**src/rtl/conv_pkg.sv**
```systemverilog
// Shared definitions for the streaming 2-D convolution engine:
// the frame-control state encoding and the accumulator width rule.
package conv_pkg;

  typedef enum logic [1:0] {
    ST_IDLE  = 2'd0,
    ST_RUN   = 2'd1,
    ST_FLUSH = 2'd2,
    ST_DONE  = 2'd3
  } state_t;

  // Full-precision width of a K*K sum of W x W products
  function automatic int acc_width(input int w, input int k);
    return 2 * w + $clog2(k * k);
  endfunction

endpackage

```
**src/rtl/conv_stream_engine_if.sv**
```systemverilog
// Pixel-in / result-out valid-ready streams of the convolution engine.
// The engine takes the slave side; the producer/consumer takes the master side.
interface conv_stream_engine_if #(
  parameter int W = 8,
  parameter int K = 3
);
  import conv_pkg::*;

  localparam int ACC_W = acc_width(W, K);

  logic [W-1:0]     in_data;
  logic             in_valid;
  logic             in_ready;
  logic [ACC_W-1:0] out_data;
  logic             out_valid;
  logic             out_ready;

  modport master (
    output in_data, in_valid, out_ready,
    input  in_ready, out_data, out_valid
  );

  modport slave (
    input  in_data, in_valid, out_ready,
    output in_ready, out_data, out_valid
  );

endinterface

```
**src/rtl/conv_line_buffer.sv**
```systemverilog
// Enable-gated shift register delaying a pixel stream by DEPTH accepted
// samples; one instance holds one previous image row.
module conv_line_buffer #(
  parameter int DEPTH = 28,
  parameter int WIDTH = 8
) (
  input  logic             clk,
  input  logic             global_rst,
  input  logic             en,
  input  logic [WIDTH-1:0] din,
  output logic [WIDTH-1:0] dout
);

  logic [WIDTH-1:0] taps [DEPTH];

  always_ff @(posedge clk or posedge global_rst) begin
    if (global_rst) begin
      for (int i = 0; i < DEPTH; i++) taps[i] <= '0;
    end else if (en) begin
      taps[0] <= din;
      for (int i = 1; i < DEPTH; i++) taps[i] <= taps[i-1];
    end
  end

  assign dout = taps[DEPTH-1];

endmodule

```
**src/rtl/conv_stream_engine.sv**
```systemverilog
// Streaming KxK convolution over an NxN raster frame with stride S.
// Line buffers + sliding window feed a two-register multiply/sum pipeline.
module conv_stream_engine #(
  parameter int N      = 28,
  parameter int K      = 3,
  parameter int S      = 1,
  parameter int W      = 8,
  parameter int SIGNED = 1
) (
  input  logic               clk,
  input  logic               global_rst,
  input  logic               start,
  input  logic [K*K*W-1:0]   weights,
  output logic               frame_done,
  conv_stream_engine_if.slave bus
);
  import conv_pkg::*;

  localparam int ACC_W = acc_width(W, K);
  localparam int KK    = K * K;
  localparam int CNT_W = $clog2(N);
  localparam int PH_W  = (S > 1) ? $clog2(S) : 1;

  if (N < K || K < 2 || S < 1) begin : g_param_check
    $error("conv_stream_engine: requires N >= K >= 2 and S >= 1");
  end

  // Operands widened by one bit so one signed multiplier serves both modes
  function automatic logic signed [ACC_W-1:0] mul_ext(input logic [W-1:0] a,
                                                      input logic [W-1:0] b);
    logic signed [W:0]     ea;
    logic signed [W:0]     eb;
    logic signed [2*W+1:0] p;
    ea = (SIGNED != 0) ? {a[W-1], a} : {1'b0, a};
    eb = (SIGNED != 0) ? {b[W-1], b} : {1'b0, b};
    p  = (2*W+2)'(ea) * (2*W+2)'(eb);
    return ACC_W'(p);
  endfunction

  function automatic logic [PH_W-1:0] ph_step(input logic [PH_W-1:0] p);
    return (p == PH_W'(S - 1)) ? '0 : p + PH_W'(1);
  endfunction

  state_t                  state;
  logic [W-1:0]            w_q [KK];
  logic [CNT_W-1:0]        row, col;
  logic [PH_W-1:0]         row_ph, col_ph;
  logic [W-1:0]            lb_out [K-1];
  logic [W-1:0]            col_in [K];
  logic [W-1:0]            win_p0 [K][K];
  logic                    vld_p0;
  logic signed [ACC_W-1:0] prod_p1 [KK];
  logic                    vld_p1;
  logic signed [ACC_W-1:0] sum_c;
  logic [ACC_W-1:0]        sum_p2;
  logic                    vld_p2;
  logic                    adv, accept, emit, last_px;

  // Every stage freezes while a finished result waits for the consumer
  assign adv          = !(vld_p2 && !bus.out_ready);
  assign bus.in_ready = (state == ST_RUN) && adv;
  assign accept       = bus.in_valid && bus.in_ready;
  assign bus.out_data  = sum_p2;
  assign bus.out_valid = vld_p2;

  // row_ph/col_ph hold (pos-K+1) mod S once the position reaches K-1
  assign emit    = (row >= CNT_W'(K - 1)) && (col >= CNT_W'(K - 1)) &&
                   (row_ph == '0) && (col_ph == '0);
  assign last_px = (row == CNT_W'(N - 1)) && (col == CNT_W'(N - 1));

  always_ff @(posedge clk or posedge global_rst) begin
    if (global_rst) begin
      state      <= ST_IDLE;
      row        <= '0;
      col        <= '0;
      row_ph     <= '0;
      col_ph     <= '0;
      frame_done <= 1'b0;
      for (int i = 0; i < KK; i++) w_q[i] <= '0;
    end else begin
      case (state)
        ST_IDLE: begin
          if (start) begin
            state  <= ST_RUN;
            row    <= '0;
            col    <= '0;
            row_ph <= '0;
            col_ph <= '0;
            for (int i = 0; i < KK; i++) w_q[i] <= weights[i*W +: W];
          end
        end
        ST_RUN: begin
          if (accept) begin
            if (col == CNT_W'(N - 1)) begin
              col    <= '0;
              col_ph <= '0;
              if (row == CNT_W'(N - 1)) begin
                row    <= '0;
                row_ph <= '0;
              end else begin
                row    <= row + CNT_W'(1);
                row_ph <= (row >= CNT_W'(K - 1)) ? ph_step(row_ph) : '0;
              end
            end else begin
              col    <= col + CNT_W'(1);
              col_ph <= (col >= CNT_W'(K - 1)) ? ph_step(col_ph) : '0;
            end
            if (last_px) state <= ST_FLUSH;
          end
        end
        ST_FLUSH: begin
          if (!vld_p0 && !vld_p1 && !vld_p2) begin
            state      <= ST_DONE;
            frame_done <= 1'b1;
          end
        end
        ST_DONE: begin
          state      <= ST_IDLE;
          frame_done <= 1'b0;
        end
        default: state <= ST_IDLE;
      endcase
    end
  end

  for (genvar i = 0; i < K - 1; i++) begin : g_lb
    logic [W-1:0] din;
    if (i == 0) begin : g_first
      assign din = bus.in_data;
    end else begin : g_chain
      assign din = lb_out[i-1];
    end
    conv_line_buffer #(.DEPTH(N), .WIDTH(W)) u_lb (
      .clk        (clk),
      .global_rst (global_rst),
      .en         (accept),
      .din        (din),
      .dout       (lb_out[i])
    );
  end

  // Bottom window row takes the live pixel; rows above come from older lines
  always_comb begin
    for (int r = 0; r < K; r++) col_in[r] = '0;
    col_in[K-1] = bus.in_data;
    for (int r = 0; r < K - 1; r++) col_in[r] = lb_out[K-2-r];
  end

  // ---- stage 0: window load on pixel acceptance ----
  always_ff @(posedge clk or posedge global_rst) begin
    if (global_rst) begin
      for (int r = 0; r < K; r++)
        for (int c = 0; c < K; c++) win_p0[r][c] <= '0;
    end else if (accept) begin
      for (int r = 0; r < K; r++) begin
        for (int c = 0; c < K - 1; c++) win_p0[r][c] <= win_p0[r][c+1];
        win_p0[r][K-1] <= col_in[r];
      end
    end
  end

  always_comb begin
    sum_c = '0;
    for (int i = 0; i < KK; i++) sum_c = sum_c + prod_p1[i];
  end

  always_ff @(posedge clk or posedge global_rst) begin
    if (global_rst) begin
      vld_p0 <= 1'b0;
      vld_p1 <= 1'b0;
      vld_p2 <= 1'b0;
      sum_p2 <= '0;
      for (int i = 0; i < KK; i++) prod_p1[i] <= '0;
    end else if (adv) begin
      vld_p0 <= accept && emit;
      // ---- stage 1: K*K products ----
      vld_p1 <= vld_p0;
      for (int r = 0; r < K; r++)
        for (int c = 0; c < K; c++)
          prod_p1[r*K+c] <= mul_ext(win_p0[r][c], w_q[r*K+c]);
      // ---- stage 2: reduced sum presented downstream ----
      vld_p2 <= vld_p1;
      if (vld_p1) sum_p2 <= sum_c;
    end
  end

endmodule
```
**src/flat_wrapper.sv**
```systemverilog
// flat-port wrapper written by rule: the top's interface ports become plain ports
module conv_stream_engine_flat import conv_pkg::*;
#(
  parameter int N      = 28,
  parameter int K      = 3,
  parameter int S      = 1,
  parameter int W      = 8,
  parameter int SIGNED = 1
)
  (clk, global_rst, start, weights, frame_done, bus_in_data, bus_in_valid, bus_out_ready, bus_in_ready, bus_out_data, bus_out_valid);
  conv_stream_engine_if #(.W(W), .K(K)) bus_i ();
  input  logic clk;
  input  logic global_rst;
  input  logic start;
  input  logic [K*K*W-1:0] weights;
  output logic frame_done;
  input wire logic [$bits(bus_i.in_data)-1:0] bus_in_data;
  input wire logic [$bits(bus_i.in_valid)-1:0] bus_in_valid;
  input wire logic [$bits(bus_i.out_ready)-1:0] bus_out_ready;
  output wire logic [$bits(bus_i.in_ready)-1:0] bus_in_ready;
  output wire logic [$bits(bus_i.out_data)-1:0] bus_out_data;
  output wire logic [$bits(bus_i.out_valid)-1:0] bus_out_valid;
  assign bus_i.in_data = bus_in_data;
  assign bus_i.in_valid = bus_in_valid;
  assign bus_i.out_ready = bus_out_ready;
  assign bus_in_ready = bus_i.in_ready;
  assign bus_out_data = bus_i.out_data;
  assign bus_out_valid = bus_i.out_valid;
  conv_stream_engine #(.N(N), .K(K), .S(S), .W(W), .SIGNED(SIGNED)) u_core (.clk(clk), .global_rst(global_rst), .start(start), .weights(weights), .frame_done(frame_done), .bus(bus_i));
endmodule
```
**config.mk**
```make
export PLATFORM = sky130hd
export DESIGN_NAME = conv_stream_engine_flat
export DESIGN_NICKNAME = d
export VERILOG_FILES = /design/src/rtl/conv_pkg.sv /design/src/rtl/conv_stream_engine_if.sv /design/src/rtl/conv_line_buffer.sv /design/src/rtl/conv_stream_engine.sv /design/src/flat_wrapper.sv
export SDC_FILE = /design/constraint.sdc
export NUM_CORES = 2
export LEC_CHECK = 0
export ABC_AREA = 1
export BUFFER_PORTS_ARGS = -buffer_cell sky130_fd_sc_hd__buf_2
export CAP_MARGIN = 20
export CORE_AREA = 2 2 359 397
export DETAILED_ROUTE_END_ITERATION = 8
export DIE_AREA = 0 0 361 399
export PLACE_DENSITY = 0.56
export SLEW_MARGIN = 25
export SYNTH_ARGS = -nofsm -noshare
export SYNTH_HDL_FRONTEND = slang
export SYNTH_SLANG_ARGS = --single-unit
```
**constraint.sdc**
```tcl
create_clock -name clk -period 33.4 [get_ports clk]
set_input_delay 6.68 -clock clk [delete_from_list [all_inputs] [get_ports clk]]
set_output_delay 6.68 -clock clk [all_outputs]
set_load 0.005 [all_outputs]
```
Word-level counts from Yosys, hierarchy flattened
Cells that the tools add are included.
- logic and storage cells: 174
- flip-flop bits (word level): 726
- output and inout bits: 23
- input port bits: 85
- multiply operators: 9
- equality and inequality tests: 10
- order comparisons: 2
- multiplexer cells: 27
- bitwise operators: 3
- add/sub/neg operators: 12
- reduce and logical (&&, ||, !) cells: 24
- operators with widths (kind ; count):
    8-bit by 8-bit multiplier with 16-bit output ; 9
    20-bit by 16-bit adder with 20-bit output ; 6
    5-bit 2-to-1 mux ; 6
    5-bit one-hot mux with 2 select lines ; 2
    17-bit by 16-bit adder with 18-bit output ; 1
    16-bit by 16-bit adder with 17-bit output ; 1
    1-bit 2-to-1 mux ; 11
    5-bit by 1-bit adder with 5-bit output, second input constant ; 2
    5-bit equality test, second input constant ; 2
    5-bit by 2-bit greater-or-equal comparator with 1-bit output, second input constant ; 2
    1-bit logical AND ; 10
    2-bit 2-to-1 mux ; 4
    2-bit one-hot mux with 4 select lines ; 1
    4-bit AND reduction ; 2
    2-bit by 1-bit != test with 1-bit output, second input constant ; 3
    1-bit one-hot mux with 2 select lines ; 3
    2-bit AND reduction ; 3
    1-bit zero test ; 5
    2-bit equality test, second input constant ; 2
    2-bit != test, second input constant ; 2
    2-bit nonzero test ; 2
    1-bit NOT ; 3
    3-bit AND reduction ; 1
    1-bit adder, second input constant ; 2
    other kinds (2) ; 2

Depth between registers and ports, before layout
- depth in word-level cells: 8
- gate-level depth with buffers: 30

Modules after synthesis
A second synthesis with hierarchy kept.
- cell total of the unflattened synthesis: 6996
- area, all modules: 57433.8 µm²
- modules (own cells, without submodules) (module ; sequential area each (µm²) ; instances ; cells an instance ; area an instance (µm²)):
    conv_stream_engine ; 8107.8 ; 1 ; 5086 ; 40302.4
    conv_line_buffer ; 5605.4 ; 2 ; 955 ; 8565.7

Worst setup path after synthesis
No wires, ideal clock.
- path type: input to output
- start point: input bus_out_ready
- end point: output bus_in_ready
- stages: 6
- arrival: 7.469 ns
- buffers on the path: 2
- setup slack: 19.251 ns
- data required time: 26.720 ns
- cells stage by stage: inv_1 -> nand2_2 -> inv_2 -> buf_2 -> buf_1 -> nor2_1
- word-level cells in the longest chain between the ends: 4
- ends and longest elaborated chain (what ; RTL line ; RTL):
    start: declaration ; flat_wrapper.sv:19 ; input wire logic [$bits(bus_i.out_ready)-1:0] bus_out_ready;
    1-bit zero test ; conv_stream_engine.sv:60 ; assign adv = !(vld_p2 && !bus.out_ready);
    1-bit logical AND ; conv_stream_engine.sv:60 ;
    1-bit zero test ; conv_stream_engine.sv:60 ;
    1-bit logical AND ; conv_stream_engine.sv:61 ; assign bus.in_ready = (state == ST_RUN) && adv;
    end: declaration ; flat_wrapper.sv:20 ; output wire logic [$bits(bus_i.in_ready)-1:0] bus_in_ready;
Every way passes these cells.

Final worst setup path
Ends and elaborated chain as after synthesis.

==> flow_results.org <==
** Timing
- On the final layout, the worst clock skew is 0.04441 ns.
- The worst path in the final design needs a cycle of 14.70 ns, including I/O delays and setup.
- Setup repair after global routing missed its margin :: no
- Of the available clock period, the critical path in the final layout requires 44.00%.
- Fin Setup TNS :: 0 ns
- FMAX :: 68.04 MHz
- Final Hold Fails :: 0
- At the pin with the least slew margin, the transition time is 1.005 ns.
- Number of endpoints failing setup at the final stage :: 0
- Slew Limit Fails :: 0
- Final-layout worst hold slack :: 0.4566 ns
- Relative max-transition margin :: 33.00%
- Setup slack on the critical path of the routed design comes to 18.70 ns.

** Worst setup path
- Largest stage delay on the critical path :: 0.53 ns
- Critical-path cell list :: buf_2 -> inv_1 -> nand2_4 -> inv_4 -> nor2_1 -> buf_2
- In this run the worst path has a maximum fanout of 45.
- Data on the critical path is required at its endpoint by 26.72 ns.
- STA classifies the critical path startpoint as an input pin.
- Worst endpoint data arrival time :: 8.02 ns
- Number of buffers and inverters on the critical path :: 4
- Path depth of the worst reg2reg path :: 29
- Cell type with the highest occurrence count on the critical path :: buf_2
- Critical-path cell with the highest stage delay :: inv_4
- Crit Reg-Reg Startpoint :: u_core.prod_p1[141]
- The critical path is of the in -> out type.
- Destination of the worst register-to-register timing path :: u_core.bus.out_data[18]
- Family with the most delay on the worst path :: buffers and inverters
- Internal reg-to-reg setup slack :: 27.39 ns
- STA classifies the critical path endpoint as an output port.

** Layout
- For this run, the post-layout net count is 7675.
- Relative to the synthesized area, the layout overhead comes to 8.153%.
- Once layout is complete, the cells apart from fillers number 8581.
- Share of layout cells above drive strength 1 :: 5.626%
- Counting the fill cells in the layout gives 13951.

** Drt
- Via total after detailed routing :: 39966
- Count of routing violations after the opening detailed-route iteration :: 2547
- DR vias/cell :: 4.657
- Dividing the detail-routed wire length by the instance count gives 14.67 µm.
- The count of nets left with antenna violations once routing finished came out at 0.
- DRC violation count after routing :: 0
- Final WL :: 125.9 mm
- Pre-antenna DRT Iters :: 5

** Placed design
- Number of input and output port buffers inserted :: 107
- Summed over all nets, the half-perimeter wirelength after detailed placement is 94.64 mm.
- Placed insts :: 8417
- Placement Setup Slack :: 18.63 ns
- At the end of routability-driven placement, the weighted congestion stood at 0.8762.

** GRT
- Remaining Overflow, GRT :: 0
- Global routing used 18.28% of the available tracks.
- Number of global-route vias before repair :: 41265
- Entering global routing, the biggest net connects 252 pins.
- The number of antenna violations at the first check in global routing came to 2.
- Wire length of the first global-routing pass :: 214.0 mm

** Flow run
- Maxcap violations :: 0

** Clock tree
- After clock tree synthesis, the clock-pin slew on the worst setup and hold paths is 0.06 ns.
- Hold buffers post-CTS :: 0
- CTS root buffer :: clkbuf_16
- Clock latency on the worst-skew pair, taken at its later pin, is 0.71 ns.
- H-tree depth reported by CTS :: 3
- Clock sink count :: 724
- Counting along the longest clock path gives a buffer depth of 3.
- CTS tree :: done
- Gates resized during post-CTS repair numbered 0.
- Clock tree synthesis inserted a total of 87 buffers.
- Buffers inserted during post-CTS setup optimization :: 0

** Logic synthesis
- Summed over all instances, the cell type with the most area after synthesis is dfrtp_1.
- Fraction of post-synthesis cell area in the top cell type by area :: 32.52%
- Post-synthesis cell type count :: 46
- Number of flops mapped to enable cells by yosys :: 0
- Number of nets in the synthesized netlist :: 7744
- The mapped netlist covers 55710 µm².
- Most numerous cell in the Yosys netlist :: nand2_1
- Sequential fraction of the synthesis area :: 32.52%
- Flip-flop cell with the highest count after synthesis :: dfrtp_1
- In the synthesized netlist the async set-or-reset flop fraction comes to 100.0%.
- Most common library cells after synthesis :: nand2_1 (2547), inv_1 (1346), dfrtp_1 (724)
- Mean instance size in the synthesized netlist :: 8.251 µm²
- Total of flip-flops plus latches after synthesis :: 724
- Yosys printed 0 warnings.
- Synth Instances :: 6752
- Main area contributors after synthesis :: dfrtp_1 (33%), fa_1 (22%), nand2_1 (17%)

** Floorplan
- The die is 361 µm wide.
- Die Y :: 399 µm
- Core area :: 139600 µm²
- I/O pin total :: 108
- The initial utilization of the core area, before any placement, comes to 39.90%.
- Floorplan die area :: 144000 µm²
- Count of standard-cell rows :: 144

** Outcome
- Status :: completed

** Min path
- Hold-critical path depth :: 2
- Hold-critical path endpoint :: u_core.g_lb[0].u_lb.taps[57]
- The tightest min-delay check is of the reg -> reg type.
- The startpoint identified for the worst hold timing path is u_core.g_lb[0].u_lb.taps[65].
==> area by class of cell <==
| type | instances | area, µm² | share of cell area, % |
|---|---|---|---|
| clock inverters | 45 | 570.5 | 0.9469 |
| inverters | 1353 | 5106 | 8.475 |
| well taps | 1825 | 2283 | 3.790 |
| diodes | 2 | 5.005 | 0.008306 |
| repair buffers | 128 | 778.2 | 1.292 |
| clock buffers | 115 | 2475 | 4.107 |
| multi-input cells | 4389 | 30920 | 51.31 |
| flip-flops and latches | 724 | 18120 | 30.07 |
==> placed cells by master, fill, tap and decap left out, types with 19 or more instances in the layout <==
| cell | count |
|---|---|
| fa_1 | 600 |
| inv_1 | 1345 |
| ha_1 | 307 |
| mux2_2 | 67 |
| nor2_1 | 146 |
| buf_2 | 107 |
| nand4_1 | 21 |
| a31oi_1 | 22 |
| o21ai_0 | 219 |
| nand2_1 | 2546 |
| xor2_1 | 33 |
| a21oi_1 | 94 |
| nor3_1 | 19 |
| nand3_1 | 181 |
| clkbuf_16 | 89 |
| xnor2_1 | 46 |
| dfrtp_1 | 724 |
==> sequential cells by signal, indices dropped and copies added (netlist names) <==
signal	count
u_core.g_lb.u_lb.taps	384
u_core.prod_p1	144
u_core.w_q	72
u_core.win_p0	72
u_core.bus.out_data	20
u_core.g_lb.u_lb.dout	16
u_core.col	5
u_core.row	5
u_core.state	2
u_core.bus.out_valid	1
u_core.frame_done	1
u_core.vld_p0	1
u_core.vld_p1	1
==> how the worst max path moves through the flow <==
stage / from / endpoint / slack [ns] / cells after the start
final: bus_out_ready / bus_in_ready / 18.70 / 6
after global routing: bus_out_ready / bus_in_ready / 18.56 / 6
after CTS: bus_out_ready / bus_in_ready / 18.63 / 6
after detailed placement: bus_out_ready / bus_in_ready / 18.63 / 6
after global placement: bus_out_ready / bus_in_ready / 18.57 / 6
after floorplan: global_rst / u_core.bus.out_data[0] / 6.41 / 1
==> stage by stage <==
stage	util (%)	instance area, µm²
2_1_floorplan	-	55710
3_3_place_gp	40.92	57140
3_5_place_dp	40.92	57140
4_1_cts	43.10	60190
5_1_grt	43.15	60250
6_report	43.15	60250
==> kinds of logic after synthesis <==
kind of cell | Yosys count | synth area share, %
and+or+nand+nor | 2955 | 20.74
buffers and inverters | 1639 | 12.02
adders and majority gates | 907 | 28.46
DFF | 724 | 32.52
AOI/OAI and AO/OA | 381 | 3.665
xor gates and xnor gates | 79 | 1.242
muxes | 67 | 1.354
==> worst min-delay path: cells and delay by family, from the launching register on <==
| kind | cells | cell delay, ns |
|---|---|---|
| flip-flops | 1 | 0.34 |
| AND/OR/NAND/NOR | 2 | 0.09 |
==> per-layer routing <==
metal / GRT usage, % / vias up / share of wire [%]
met3: 2.349 / 149 / 3.6
li1: - / 19755 / -
met5: 0 / - / 0
met4: 4.789 / 0 / 2.2
met1: 24.59 / 19544 / 46
met2: 31.18 / 518 / 48
Power is not shown: default switching activity piles up to over one toggle a cycle in this logic, so the estimate is an artifact.
